`config.mk`:
```
export PLATFORM = sky130hd
export DESIGN_NAME = pulse_burst_gen
export DESIGN_NICKNAME = d
export VERILOG_FILES = /design/src/rtl/pulse_gen_pkg.sv /design/src/rtl/pulse_burst_gen_phase_timer.sv /design/src/rtl/pulse_burst_gen.sv
export SDC_FILE = /design/constraint.sdc
export NUM_CORES = 1
export LEC_CHECK = 0
export BUFFER_PORTS_ARGS = -buffer_cell sky130_fd_sc_hd__buf_2
export CAP_MARGIN = 0
export CORE_UTILIZATION = 50
export DETAILED_ROUTE_END_ITERATION = 6
export GPL_TIMING_DRIVEN = 1
export PLACE_DENSITY_LB_ADDON = 0.1
export SLEW_MARGIN = 25
export SYNTH_ARGS = -nofsm -noshare
export SYNTH_HDL_FRONTEND = slang
export SYNTH_SLANG_ARGS = --single-unit
```
`constraint.sdc`:
```
create_clock -name CLOCK_50 -period 2.51 [get_ports CLOCK_50]
set_input_delay 0.251 -clock CLOCK_50 [delete_from_list [all_inputs] [get_ports CLOCK_50]]
set_output_delay 0.251 -clock CLOCK_50 [all_outputs]
set_load 0.02 [all_outputs]
```
`src/rtl/pulse_gen_pkg.sv`:
```
`default_nettype none
// ============================================================================
// Module   : pulse_gen_pkg
// Purpose  : Shared definitions for the pulse burst generator: FSM state
//            encoding, default widths and the max1() phase-length helper.
// Revision : 1.0 - initial release
// ============================================================================
package pulse_gen_pkg;

  // Default widths for the burst counter and phase timer.
  localparam int C_CNT_W = 32;
  localparam int C_PH_W  = 16;

  // Burst FSM state encoding.
  typedef enum logic [1:0] {
    IDLE = 2'd0,
    HIGH = 2'd1,
    LOW  = 2'd2,
    DONE = 2'd3
  } state_t;

  // A phase length of zero is treated as one clock so every pulse has a
  // visible high and low phase. Works on a 32-bit container; callers
  // narrow the result back to their own width (phase widths up to 32 bits).
  function automatic logic [31:0] max1(input logic [31:0] x);
    return (x == 32'd0) ? 32'd1 : x;
  endfunction

endpackage
`default_nettype wire

```
`src/rtl/pulse_burst_gen_phase_timer.sv`:
```
`default_nettype none
// ============================================================================
// Module   : phase_timer
// Purpose  : Down-counter timing the high and low phases of each pulse.
//            A load captures i_value; the counter then decrements once per
//            clock and o_expire flags the last cycle of the loaded count.
// Ports    : clk       - clock, rising edge
//            rst       - synchronous active-high reset, clears the count
//            i_load    - load i_value on this edge (wins over decrement)
//            i_value   - phase length in clocks (expected >= 1)
//            o_expire  - high during the final cycle of the loaded phase
// Revision : 1.0 - initial release
// ============================================================================
module phase_timer #(
  parameter int PH_W = 16
) (
  input  logic            clk,
  input  logic            rst,
  input  logic            i_load,
  input  logic [PH_W-1:0] i_value,
  output logic            o_expire
);

  logic [PH_W-1:0] r_count;

  // The loaded value is the number of cycles remaining including the
  // current one, so the last cycle of the phase is the one showing 1.
  always_ff @(posedge clk) begin
    if (rst) begin
      r_count <= '0;
    end else if (i_load) begin
      r_count <= i_value;
    end else if (r_count != '0) begin
      r_count <= r_count - PH_W'(1);
    end
  end

  assign o_expire = (r_count == PH_W'(1));

endmodule
`default_nettype wire

```
`src/rtl/pulse_burst_gen.sv`:
```
`default_nettype none
// ============================================================================
// Module   : pulse_burst_gen
// Purpose  : Programmable pulse-train transmitter. On an accepted start it
//            emits burst_len pulses, each max(high_cycles,1) clocks high and
//            max(low_cycles,1) clocks low, on a registered output, and
//            reports busy / done / running sent-pulse count.
// Options  : PULSE_GEN_ABORT_EN - adds the abort input; abort in HIGH or LOW
//            ends the burst on the next edge with a done strobe.
// Ports    : CLOCK_50    - system clock, rising edge
//            RESET       - synchronous active-high reset
//            start       - start request, sampled only in IDLE
//            burst_len   - pulses per burst, latched at start (0 = ignored)
//            high_cycles - high phase length, latched at start (0 -> 1)
//            low_cycles  - low phase length, latched at start (0 -> 1)
//            abort       - burst abort (PULSE_GEN_ABORT_EN only)
//            pulse_out   - registered pulse train
//            busy        - high for every HIGH/LOW cycle of the burst
//            done        - one-cycle strobe after the last LOW cycle
//            sent_count  - pulses completed in the current or last burst
// Revision : 1.0 - initial release
// ============================================================================
module pulse_burst_gen
  import pulse_gen_pkg::*;
#(
  parameter int CNT_W = C_CNT_W,
  parameter int PH_W  = C_PH_W     // must not exceed 32 (max1 container)
) (
  input  logic             CLOCK_50,
  input  logic             RESET,
  input  logic             start,
  input  logic [CNT_W-1:0] burst_len,
  input  logic [PH_W-1:0]  high_cycles,
  input  logic [PH_W-1:0]  low_cycles,
`ifdef PULSE_GEN_ABORT_EN
  input  logic             abort,
`endif
  output logic             pulse_out,
  output logic             busy,
  output logic             done,
  output logic [CNT_W-1:0] sent_count
);

  // --------------------------------------------------------------------------
  // Registers
  // --------------------------------------------------------------------------
  state_t           r_state;
  logic [CNT_W-1:0] r_len;      // latched burst length
  logic [PH_W-1:0]  r_high;     // latched, already forced to >= 1
  logic [PH_W-1:0]  r_low;      // latched, already forced to >= 1
  logic [CNT_W-1:0] r_sent;
  logic             r_pulse;

  // --------------------------------------------------------------------------
  // Combinational controls
  // --------------------------------------------------------------------------
  state_t           w_state_nxt;
  logic             w_accept;   // start taken this cycle: latch parameters
  logic             w_inc;      // a high phase completed this cycle
  logic             w_load;
  logic [PH_W-1:0]  w_load_val;
  logic             w_expire;
  logic             w_abort;
  logic [PH_W-1:0]  w_h_in;
  logic [PH_W-1:0]  w_l_in;

  assign w_h_in = PH_W'(max1(32'(high_cycles)));
  assign w_l_in = PH_W'(max1(32'(low_cycles)));

`ifdef PULSE_GEN_ABORT_EN
  assign w_abort = abort;
`else
  assign w_abort = 1'b0;
`endif

  // --------------------------------------------------------------------------
  // Phase timer
  // --------------------------------------------------------------------------
  phase_timer #(
    .PH_W (PH_W)
  ) u_phase_timer (
    .clk      (CLOCK_50),
    .rst      (RESET),
    .i_load   (w_load),
    .i_value  (w_load_val),
    .o_expire (w_expire)
  );

  // --------------------------------------------------------------------------
  // Next-state logic
  // --------------------------------------------------------------------------
  always_comb begin
    w_state_nxt = r_state;
    w_accept    = 1'b0;
    w_inc       = 1'b0;
    w_load      = 1'b0;
    w_load_val  = '0;

    case (r_state)
      IDLE: begin
        // A zero-length request is dropped without a done strobe.
        if (start && (burst_len != '0)) begin
          w_accept    = 1'b1;
          w_state_nxt = HIGH;
          w_load      = 1'b1;
          w_load_val  = w_h_in;
        end
      end

      HIGH: begin
        // Abort takes priority over phase completion, so a high phase
        // cut short in its final cycle is not counted.
        if (w_abort) begin
          w_state_nxt = DONE;
        end else if (w_expire) begin
          w_state_nxt = LOW;
          w_inc       = 1'b1;
          w_load      = 1'b1;
          w_load_val  = r_low;
        end
      end

      LOW: begin
        if (w_abort) begin
          w_state_nxt = DONE;
        end else if (w_expire) begin
          // r_sent already includes the pulse whose low phase ends now.
          if (r_sent == r_len) begin
            w_state_nxt = DONE;
          end else begin
            w_state_nxt = HIGH;
            w_load      = 1'b1;
            w_load_val  = r_high;
          end
        end
      end

      DONE: begin
        w_state_nxt = IDLE;
      end

      default: begin
        w_state_nxt = IDLE;
      end
    endcase
  end

  // --------------------------------------------------------------------------
  // State and datapath registers
  // --------------------------------------------------------------------------
  always_ff @(posedge CLOCK_50) begin
    if (RESET) begin
      r_state <= IDLE;
      r_pulse <= 1'b0;
      r_len   <= '0;
      r_high  <= '0;
      r_low   <= '0;
      r_sent  <= '0;
    end else begin
      r_state <= w_state_nxt;
      // Registering the decoded next state keeps pulse_out glitch-free and
      // aligned with the state it describes.
      r_pulse <= (w_state_nxt == HIGH);

      if (w_accept) begin
        r_len  <= burst_len;
        r_high <= w_h_in;
        r_low  <= w_l_in;
        r_sent <= '0;
      end else if (w_inc) begin
        r_sent <= r_sent + CNT_W'(1);
      end
    end
  end

  // --------------------------------------------------------------------------
  // Outputs
  // --------------------------------------------------------------------------
  assign pulse_out  = r_pulse;
  assign busy       = (r_state == HIGH) || (r_state == LOW);
  assign done       = (r_state == DONE);
  assign sent_count = r_sent;

endmodule
`default_nettype wire

```
# Word level (Yosys, flattened, before mapping)
# Index checks and enable logic that the tools add are counted.
dict set report totals {
  register_bits 115
  input_bits 67
  out_inout_bits 35
  elab_cells 45
}
dict set report op_classes {
  addsub 2
  n_eq_ne 6
  muxes 21
  n_reduce_logical 9
}
# operator n
set ops {}
lappend ops {{2-to-1 mux 16 bit} 8}
lappend ops {{one-hot mux 16 bit (3 select lines)} 1}
lappend ops {{adder 32 x 1 -> 32 bit, second input constant} 1}
lappend ops {{== test 32 bit} 1}
lappend ops {{logical NOT 16 bit} 2}
lappend ops {{nonzero test 32 bit} 1}
lappend ops {{== test 16 x 1 -> 1 bit, second input constant} 1}
lappend ops {{nonzero test 16 bit} 1}
lappend ops {{subtractor 16 x 1 -> 16 bit, second input constant} 1}
lappend ops {{2-to-1 mux 2 bit} 4}
lappend ops {{one-hot mux 2 bit (4 select lines)} 1}
lappend ops {{2-to-1 mux 1 bit} 6}
lappend ops {{== test 2 x 1 -> 1 bit, second input constant} 2}
lappend ops {{== test 2 bit, second input constant} 2}
lappend ops {{one-hot mux 1 bit (3 select lines)} 1}
lappend ops {{logical NOT 2 bit} 1}
lappend ops {{nonzero test 2 bit} 1}
lappend ops {{OR reduction 2 bit} 1}
lappend ops {{logical AND 1 bit} 1}
lappend ops {{logical OR 1 bit} 1}

# Longest topological paths before layout
# Gate-level depths: netlist (run 1).
dict set report logic_depth {
  depth_word 5
  mapped_depth 9
  ltp_nobuf 8
}

# Hierarchy
# From an unflattened synthesis (run 1), not the netlist that was laid out.
dict set report unflattened {
  cells_unflattened 668
  hier_area_um2 5531.6
}
# module n_inst cells_per_inst area_per_inst_um2 seq_area_each_um2
set modules_own_cells {}
lappend modules_own_cells {pulse_burst_gen 1 556 4576.9 1981.9}
lappend modules_own_cells {phase_timer 1 112 954.7 320.3}

# Least setup slack after synthesis (run 1)
# No wires, ideal clock.
dict set report synth_timing {
  path_type {register -> register}
  from {register r_state[1]}
  to {register r_sent[15] (netlist: sent_count[15])}
  setup_time_ns 0.071
  t_arrival_ns 2.600
  t_required_ns 2.439
  setup_slack_ns -0.160
  path_stages_with_launch 9
  path_buffers 1
  synth_period_minus_slack_ns 2.670
  cell_sequence {dfxtp_1 -> inv_1 -> ha_1 -> or4bb_1 -> or4_4 -> buf_6 -> or3_4 -> or3_1 -> a21oi_1}
}
dict set report synth_via {
  elab_chain_len 3
  word_cells_on_any_way 5
  cone_classes {eq/ne (1); mux (2); reduce/logical (2)}
}
# element line
set synth_lines {}
lappend synth_lines {{from (decl)} pulse_burst_gen.sv:47} ;# state_t r_state;
lappend synth_lines {{from (signal assigned)} pulse_burst_gen.sv:160} ;# r_state <= w_state_nxt;
lappend synth_lines {{logical NOT 2 bit} pulse_burst_gen.sv:99} ;# case (r_state)
lappend synth_lines {{2-to-1 mux 1 bit} pulse_burst_gen.sv:99}
lappend synth_lines {{OR reduction 2 bit (no line)} --}
lappend synth_lines {{to (signal assigned)} pulse_burst_gen.sv:171} ;# r_sent <= r_sent + CNT_W'(1);
lappend synth_lines {{to (decl)} pulse_burst_gen.sv:51} ;# logic [CNT_W-1:0] r_sent;
# Several ways; a longest one is shown, not always the timed one.
# A chain may end at the register's enable or synchronous reset.

# Final worst setup path (run 1)
dict set report layout_timing {
  from {register u_phase_timer.r_count[10]}
  to {register r_sent[13] (netlist: sent_count[13])}
}
dict set report layout_via {
  elab_chain_len 3
}
# element line
set layout_lines {}
lappend layout_lines {{from (decl)} pulse_burst_gen_phase_timer.sv:24} ;# logic [PH_W-1:0] r_count;
lappend layout_lines {{from (signal assigned)} pulse_burst_gen_phase_timer.sv:32} ;# r_count <= i_value;
lappend layout_lines {{from (signal assigned)} pulse_burst_gen_phase_timer.sv:34} ;# r_count <= r_count - PH_W'(1);
lappend layout_lines {{== test 16 x 1 -> 1 bit} pulse_burst_gen_phase_timer.sv:38} ;# assign o_expire = (r_count == PH_W'(1));
lappend layout_lines {{2-to-1 mux 1 bit} pulse_burst_gen.sv:115} ;# end else if (w_expire) begin
lappend layout_lines {{2-to-1 mux 1 bit} pulse_burst_gen.sv:99}
# No other way between the ends.

==> results of run 1 <==
==> kinds of logic after synthesis <==
group / synth area share (%)
buffers and inverters: 3.267
muxes: 0.3630
xor gates and xnor gates: 11.27
DFF: 41.74
and+or+nand+nor: 26.41
adders and majority gates: 2.042
AOI/OAI and AO/OA: 14.90
==> through the flow <==
step	total power, W	hold WS (ns)	TNS (ns)	cell area [um^2]	setup WS, ns
finish	0.005192	0.01587	0	7657	0.06044
global route	0.005404	0.006756	0	7657	0.001800
CTS	0.005166	0.002770	0	7536	0.01242
detailed placement	0.002850	0.4487	-0.01459	6427	-0.01459
global placement	0.002831	0.4442	0	6427	0.03069
floorplan	0.002546	0.3766	-0.02105	5528	-0.01054
==> per-layer routing <==
layer	track usage (%)	vias to the layer above	wire length, um
li1	-	2745	-
met1	34.25	2731	7000
met2	52.67	222	8673
met3	7.295	45	915
met4	16.54	0	585
met5	0	-	0
==> path summary, 6_finish.rpt <==
| kind | startpoint | slack (ns) | end |
|---|---|---|---|
| min reg2reg | r_high[5] | 0.45 | r_high[5] |
| min | high_cycles[3] | 0.02 | r_high[3] |
| max reg2reg | u_phase_timer.r_count[10] | 0.06 | sent_count[13] |
| max | u_phase_timer.r_count[10] | 0.06 | sent_count[13] |
==> layout make-up <==
cell class              count  area (um^2)  share of cell area, %
clock inverters             4        45.04                 0.5882
inverters                   7        26.28                 0.3431
flip-flops and latches    115         2308                  30.15
repair buffers            209         1479                  19.31
clock buffers              27        511.7                  6.683
multi-input cells         510         3117                  40.70
well taps                 136        170.2                  2.222
==> sequential cells by signal, indices dropped and copies added (netlist names) <==
| name | flops |
|---|---|
| sent_count | 32 |
| pulse_out | 1 |
| u_phase_timer.r_count | 16 |
| r_len | 32 |
| r_low | 16 |
| r_high | 16 |
| r_state | 2 |
==> cells in the final DEF (no fill, tap or decap), types with 4 or more instances in the layout <==
cell / count
a22o_1: 14
o21ai_0: 7
nand4_1: 21
clkbuf_1: 4
dlygate4sd3_1: 55
a311oi_1: 6
a22oi_1: 6
buf_4: 51
nand2_1: 140
nor3_1: 12
clkbuf_16: 16
a21oi_1: 62
and4_1: 6
and3_1: 7
xor2_1: 23
or4_1: 4
a41oi_1: 8
nor4_2: 4
o31ai_1: 8
clkbuf_8: 7
dfxtp_2: 5
or3_1: 5
xnor2_1: 48
buf_2: 101
nand3_1: 15
inv_1: 5
dfxtp_1: 110
nor2_1: 51
nor4_1: 21
ha_1: 7
==> power by group <==
part	switching (W)	internal, W	leakage [nW]	total (W)
sequential	0.0000918	0.00194	0.943	0.00203
combinational	0.000475	0.000426	1.84	0.000902
clock	0.000799	0.00146	0.278	0.00226
total	0.00137	0.00383	3.06	0.00519
==> critical path: stages (launching register included) <==
cell and delay, ns:
dfxtp_2 0.36, or4_1 0.58, or4_4 0.62, or3_4 0.38, or3_4 0.34, a21oi_2 0.11
==> repair_timing <==
action,4_1_cts,5_1_grt
resized for setup,1,14
hold buffers,55,0
hold endpoints to repair,55,0
buffers inserted,0,6
endpoints found under the setup margin,3,26
pin swaps,1,4
==> results.txt, run 1 <==
Critical Path Start Type: flip-flop
Pwr dens: 678.1 nW/um^2
Most used flip-flop cell after synthesis: dfxtp_1
Synth top cells by count: 140 x nand2_1, 115 x dfxtp_1, 63 x a21oi_1, 51 x nor2_1, 48 x xnor2_1
Yosys top cell by area: dfxtp_1
Post-Syn Instances: 670
Critical Path RT: 2.97 ns
Initial Util: 52.48%
Worst-margin pin slew: 0.5853 ns
Post-synth ARST share: 0%
CTS sink cnt: 115
Clk_lat worst skew: 0.53 ns
CTS max path bufs: 2
Final critical-path required period: 2.450 ns
Root buffer cell: clkbuf_8
Register area share after synthesis: 41.74%
CP endpoint kind: flip-flop
Top Ports: 102
Utilization after layout: 72.87%
DRT Wirelength: 17,170 um
Flops & latches, synth: 115
Worst Hold Depth: 3
Num rows: 37
Antenna-violating nets left: 0
WL/cell: 17.04 um
Endpoints failing setup: 0
Top cell type's share of synthesized area: 41.74%
Hold Fails Final Rpt: 0
Final net count: 936
Hold WC Path Type: in -> reg
Initial antenna violation count: 0
Antenna cells: 0
GR Util All Layers: 30.39%
Global placer's final weighted congestion: 0.8786
Synth cell types: 47
Slew Viols, Final: 0
Ys Warns: 0
Ratio of cells with drive above 1 in the final layout: 24.20%
Final worst path period share: 97.59%
Setup CP Type: reg -> reg
Worst-path clk slew: 0.06 ns
Maximum capacitance violations: 0
Die area: 11,450 um^2
Clk_skew: 0.007529 ns
Overall die height: 107.0 um
Non-filler instance count after layout: 1,008
GRT overflow: 0
Fmax: 408.2 MHz
Area growth, synth to finish: 38.84%
Dpl cells: 916
Cell depth of the worst flop-to-flop path: 5
Count leader, synth: nand2_1
Synth top area cells: dfxtp_1 42%, nand2_1 9.5%, xnor2_1 7.6%, a21oi_1 5.7%, xor2_1 3.7%
Vias: 5,743
Htree depth: 4
DP Wirelength: 11,750 um
Vias in the first global route: 5,436
Core area: 10,510 um^2
Detailed Route Iter0 Violations: 447
Mean Syn Cell Area: 8.232 um^2
LEAKAGE: 3.058 nW
RSZ-0062 raised after global routing: false
Port Buf Inserts: 101
Critical path fanouts, max: 7
EDFF count, synth: 0
Peak VDD IR: 566.2 uV
Crit path arrival time: 2.91 ns
Syn Std Cell Area: 5515 um^2
Filler cells: 780
DRC viols: 0
Clock buffer count from CTS: 17
First-pass GRT wire length: 26,360 um
Drt pass-1 iters: 5
CTS tree: done
Syn Nets: 746
Die width: 107.0 um
Drt via density: 5.697
Run status: finished clean
Largest net degree at the start of global routing: 50
Relative max-transition margin: 60.98%
Note: power is estimated with default switching activity, not from simulation.
==> inputs of run 2 (changes only) <==
--- a/config.mk
+++ b/config.mk
@@ -10,6 +10,7 @@
 export CORE_UTILIZATION = 50
 export DETAILED_ROUTE_END_ITERATION = 6
 export GPL_TIMING_DRIVEN = 1
+export HOLD_SLACK_MARGIN = 0.06
 export PLACE_DENSITY_LB_ADDON = 0.1
 export SLEW_MARGIN = 25
 export SYNTH_ARGS = -nofsm -noshare
==> results.txt, run 2 (same netlist as run 1, synthesis figures left out) <==
Critical Path RT: 2.97 ns (about the same)
Crit path arrival time: 2.91 ns (about the same)
Htree depth: 4 (unchanged)
Critical Path Start Type: flip-flop
Design area: 7737 um^2 (+1.0%)
Vias: 5,773 (+0.52%)
Endpoints failing setup: 0 (unchanged)
Drt via density: 5.682 (-0.27%)
Critical path fanouts, max: 7 (unchanged)
GRT overflow: 0 (unchanged)
Top Ports: 102 (unchanged)
Hold WC Path Type: in -> reg
Largest net degree at the start of global routing: 50 (unchanged)
Core area: 10,510 um^2 (unchanged)
DP Wirelength: 11,750 um (unchanged)
DRC viols: 0 (unchanged)
Multi-input combinational cell area: 3117 um^2 (unchanged)
Commonest non-fill, non-tap cell in the layout: nand2_1
Design Power: 0.005198 W (+0.12%)
Setup CP Type: reg -> reg
Slew Viols, Final: 0 (unchanged)
CTS max path bufs: 2 (unchanged)
Most frequent cells in the layout: 140 x nand2_1, 110 x dfxtp_1, 101 x buf_2
Root buffer cell: clkbuf_8
DRT Wirelength: 17,370 um (+1.1%)
Antenna cells: 0 (unchanged)
Pwr dens: 671.9 nW/um^2 (-0.92%)
Worst-path clk slew: 0.06 ns (about the same)
RSZ-0062 raised after global routing: false
Register area: 2308 um^2 (unchanged)
Die area: 11,450 um^2 (unchanged)
Worst-margin pin slew: 0.5712 ns (-0.01402 ns)
Drt pass-1 iters: 5 (unchanged)
Final net count: 944 (+0.85%)
Overall die height: 107.0 um (unchanged)
Maximum capacitance violations: 0 (unchanged)
WL/cell: 17.10 um (+0.34%)
Clock buffer count from CTS: 17 (unchanged)
Global placer's final weighted congestion: 0.8786 (unchanged)
CP endpoint kind: flip-flop
Num rows: 37 (unchanged)
CTS sink cnt: 115 (unchanged)
Die width: 107.0 um (unchanged)
Initial antenna violation count: 0 (unchanged)
Filler cells: 767 (-1.7%)
Final critical-path required period: 2.448 ns (-0.001355 ns)
GR Util All Layers: 30.88% (+0.48 points)
Initial Util: 52.48% (unchanged)
Placed Area: 6427 um^2 (unchanged)
Fmax: 408.5 MHz (about the same)
Final worst path period share: 97.54% (about the same)
Ratio of cells with drive above 1 in the final layout: 23.98% (-0.22 points)
Port Buf Inserts: 101 (unchanged)
Detailed Route Iter0 Violations: 453 (+1.3%)
Hold Fails Final Rpt: 0 (unchanged)
LEAKAGE: 3.091 nW (+1.1%)
Antenna-violating nets left: 0 (unchanged)
First-pass GRT wire length: 26,740 um (+1.5%)
CTS tree: done
Run status: finished clean
Clk_lat worst skew: 0.53 ns (about the same)
Relative max-transition margin: 61.92% (+0.93 points)
Clk_skew: 0.005634 ns (-0.001895 ns)
Peak VDD IR: 564.6 uV (-0.29%)
Vias in the first global route: 5,526 (+1.7%)
Area growth, synth to finish: 40.29%
==> run 2: final cells by class <==
cell class	instances	area share, %
inverter	7	0.3396
tap	136	2.199
timing repair buffer	217	20.15
sequential	115	29.84
clock inverter	4	0.5821
multi-input combinational	510	40.28
clock buffer	27	6.614
==> run 2: power by group <==
part           total (W)  internal [W]  leakage (nW)  switching (W)
registers        0.00203       0.00194         0.943      0.0000913
clock network    0.00225       0.00146         0.278       0.000795
logic           0.000912      0.000434          1.87       0.000478
==> run 2: worst paths after layout <==
kind | slack, ns | from | end | depth (start not counted)
max | 0.06 | u_phase_timer.r_count[10] | sent_count[13] | 5
min | 0.14 | high_cycles[0] | r_high[0] | 3
max reg2reg | 0.06 | u_phase_timer.r_count[10] | sent_count[13] | 5
min reg2reg | 0.45 | r_high[5] | r_high[5] | 2
==> run 2: repair_timing <==
| action | CTS | global route |
|---|---|---|
| hold buffers | 63 | 0 |
| pin swaps | 1 | 4 |
| endpoints found under the hold margin | 68 | 0 |
| buffers inserted | 0 | 6 |
| setup endpoints to repair | 3 | 25 |
| resized for setup | 1 | 14 |
==> run 2: worst max-delay path: stages, from the launching register on <==
cell     delay, ns
dfxtp_2       0.35
or4_1         0.58
or4_4         0.62
or3_4         0.38
or3_4         0.34
a21oi_2       0.11
==> run 2: metal layers <==
| layer | GRT usage, % | wire length [um] | vias to the layer above |
|---|---|---|---|
| met4 | 17.22 | 678 | 0 |
| met1 | 34.41 | 6888 | 2722 |
| met3 | 7.903 | 1072 | 44 |
| met2 | 53.41 | 8730 | 245 |
| met5 | 0 | 0 | - |
| li1 | - | - | 2762 |
==> run 2: through the flow <==
stage               hold slack [ns]  worst slack, ns  utilization [%]  TNS [ns]  cells
finish                       0.1363          0.06179            73.63         0   1016
global route                 0.1406         0.002024            73.63         0   1016
CTS                          0.1234          0.01242            72.47         0   1010
detailed placement           0.4487         -0.01459            61.16  -0.01459    916
global placement             0.4442          0.03069            61.16         0    916
floorplan                    0.3766         -0.01054                -  -0.02105    670
==> inputs of run 3 (changes only) <==
==> constraint.sdc (replaced) <==
create_clock -name CLOCK_50 -period 2.51 [get_ports CLOCK_50]
set_input_delay 0.502 -clock CLOCK_50 [delete_from_list [all_inputs] [get_ports CLOCK_50]]
set_output_delay 0.502 -clock CLOCK_50 [all_outputs]
set_load 0.02 [all_outputs]
==> results.txt, run 3 (same netlist as run 1, synthesis figures left out) <==
Maximum capacitance violations: 0 (unchanged)
Initial Util: 52.48% (unchanged)
Critical Path RT: 2.97 ns (about the same)
Relative max-transition margin: 66.45% (+4.5 points)
Fin Hold WS: 0.2054 ns (+0.06917 ns)
DP Wirelength: 11,760 um (about the same)
Final worst path period share: 97.69% (+0.15 points)
Pwr dens: 753.3 nW/um^2 (+12%)
Area growth, synth to finish: 29.17%
Die width: 107.0 um (unchanged)
DRC viols: 0 (unchanged)
CTS max path bufs: 2 (unchanged)
Core area: 10,510 um^2 (unchanged)
Htree depth: 4 (unchanged)
Top Ports: 102 (unchanged)
Endpoints failing setup: 0 (unchanged)
Most frequent cells in the layout: 140 x nand2_1, 112 x dfxtp_1, 101 x buf_2
Peak VDD IR: 537.5 uV (-4.8%)
Ratio of cells with drive above 1 in the final layout: 25.49% (+1.5 points)
Drt pass-1 iters: 7 (+2)
LEAKAGE: 2.859 nW (-7.5%)
Largest net degree at the start of global routing: 33 (-34%)
Hold WC Path Type: in -> reg
Worst-path clk slew: 0.05 ns (about the same)
First-pass GRT wire length: 24,740 um (-7.5%)
Final worst setup slack: 0.05795 ns (-0.003845 ns)
Setup CP Type: reg -> reg
Worst slack at placement: -0.05494 ns (-0.04035 ns)
GRT overflow: 0 (unchanged)
Global placer's final weighted congestion: 0.8897 (+1.3%)
Initial antenna violation count: 0 (unchanged)
CTS sink cnt: 115 (unchanged)
Final critical-path required period: 2.452 ns (+0.003845 ns)
Num rows: 37 (unchanged)
Vias in the first global route: 5,092 (-7.9%)
WL/cell: 16.45 um (-3.8%)
Run status: finished clean
Crit path arrival time: 2.91 ns (about the same)
Port Buf Inserts: 101 (unchanged)
Critical path fanouts, max: 5 (-2)
Clk_lat worst skew: 0.52 ns (about the same)
Drt via density: 5.593 (-1.6%)
Hold Fails Final Rpt: 0 (unchanged)
CP endpoint kind: flip-flop
Commonest non-fill, non-tap cell in the layout: nand2_1
Detailed Route Iter0 Violations: 361 (-20%)
Root buffer cell: clkbuf_8
Slew Viols, Final: 0 (unchanged)
Antenna cells: 0 (unchanged)
Vias: 5,347 (-7.4%)
Overall die height: 107.0 um (unchanged)
Die area: 11,450 um^2 (unchanged)
Utilization after layout: 67.79% (-5.8 points)
Clk_skew: 0.005666 ns (+0.00003231 ns)
CTS tree: done
Final net count: 883 (-6.5%)
DRT Wirelength: 15,730 um (-9.4%)
Critical Path Start Type: flip-flop
GR Util All Layers: 28.55% (-2.3 points)
Worst-margin pin slew: 0.4987 ns (-0.07257 ns)
Fmax: 407.8 MHz (-0.16%)
Clock buffer count from CTS: 17 (unchanged)
Antenna-violating nets left: 0 (unchanged)
==> run 3: cell type report <==
cell class / count / area (um^2)
repair buffers: 156 / 930.9
fillers: 863 / 3385
clock inverters: 10 / 152.6
clock buffers: 22 / 473.0
inverters: 7 / 26.28
well taps: 136 / 170.2
multi-input cells: 510 / 3065
flip-flops and latches: 115 / 2306
==> run 3: power by group <==
| group | switching, W | internal, W |
|---|---|---|
| sequential | 0.0000834 | 0.00194 |
| combinational | 0.000447 | 0.000369 |
| clock | 0.000821 | 0.00171 |
| total | 0.00135 | 0.00402 |
==> run 3: path summary, 6_finish.rpt <==
check	startpoint	depth (start not counted)	endpoint	slack, ns
worst max-delay path	u_phase_timer.r_count[1]	7	sent_count[13]	0.06
worst max register to register	u_phase_timer.r_count[1]	7	sent_count[13]	0.06
worst min register to register	r_high[4]	2	r_high[4]	0.46
worst min-delay path	low_cycles[5]	2	r_low[5]	0.21
==> run 3: critical path: stages (launching register included) <==
cell	delay (ns)
dfxtp_1	0.32
inv_2	0.05
ha_2	0.15
or4bb_4	0.52
or4_4	0.50
or3_4	0.38
or3_1	0.35
a21oi_2	0.12
==> run 3: layer usage <==
metal	global-route usage, %	up-vias	part of all wire, %
met5	0	-	0
met4	13.89	0	3.2
met3	6.505	37	4.7
met2	49.77	175	50
met1	32.80	2485	42
li1	-	2650	-
==> run 3: repair_timing <==
item                                    CTS  global route
endpoints found under the setup margin    2            11
buffers inserted                          0             2
gates cloned                              0             0
pin swaps                                 1             1
resized for setup                         0             5
hold buffers                              0             0
==> run 3: per-stage QoR <==
step	total power [W]	setup TNS [ns]	instances	instance area [um^2]
floorplan	0.002546	-0.02105	670	5528
global placement	0.002834	0	922	6460
detailed placement	0.002850	-0.2160	922	6460
CTS	0.005383	0	954	7086
global route	0.005576	-0.01714	956	7124
finish	0.005367	0	956	7124
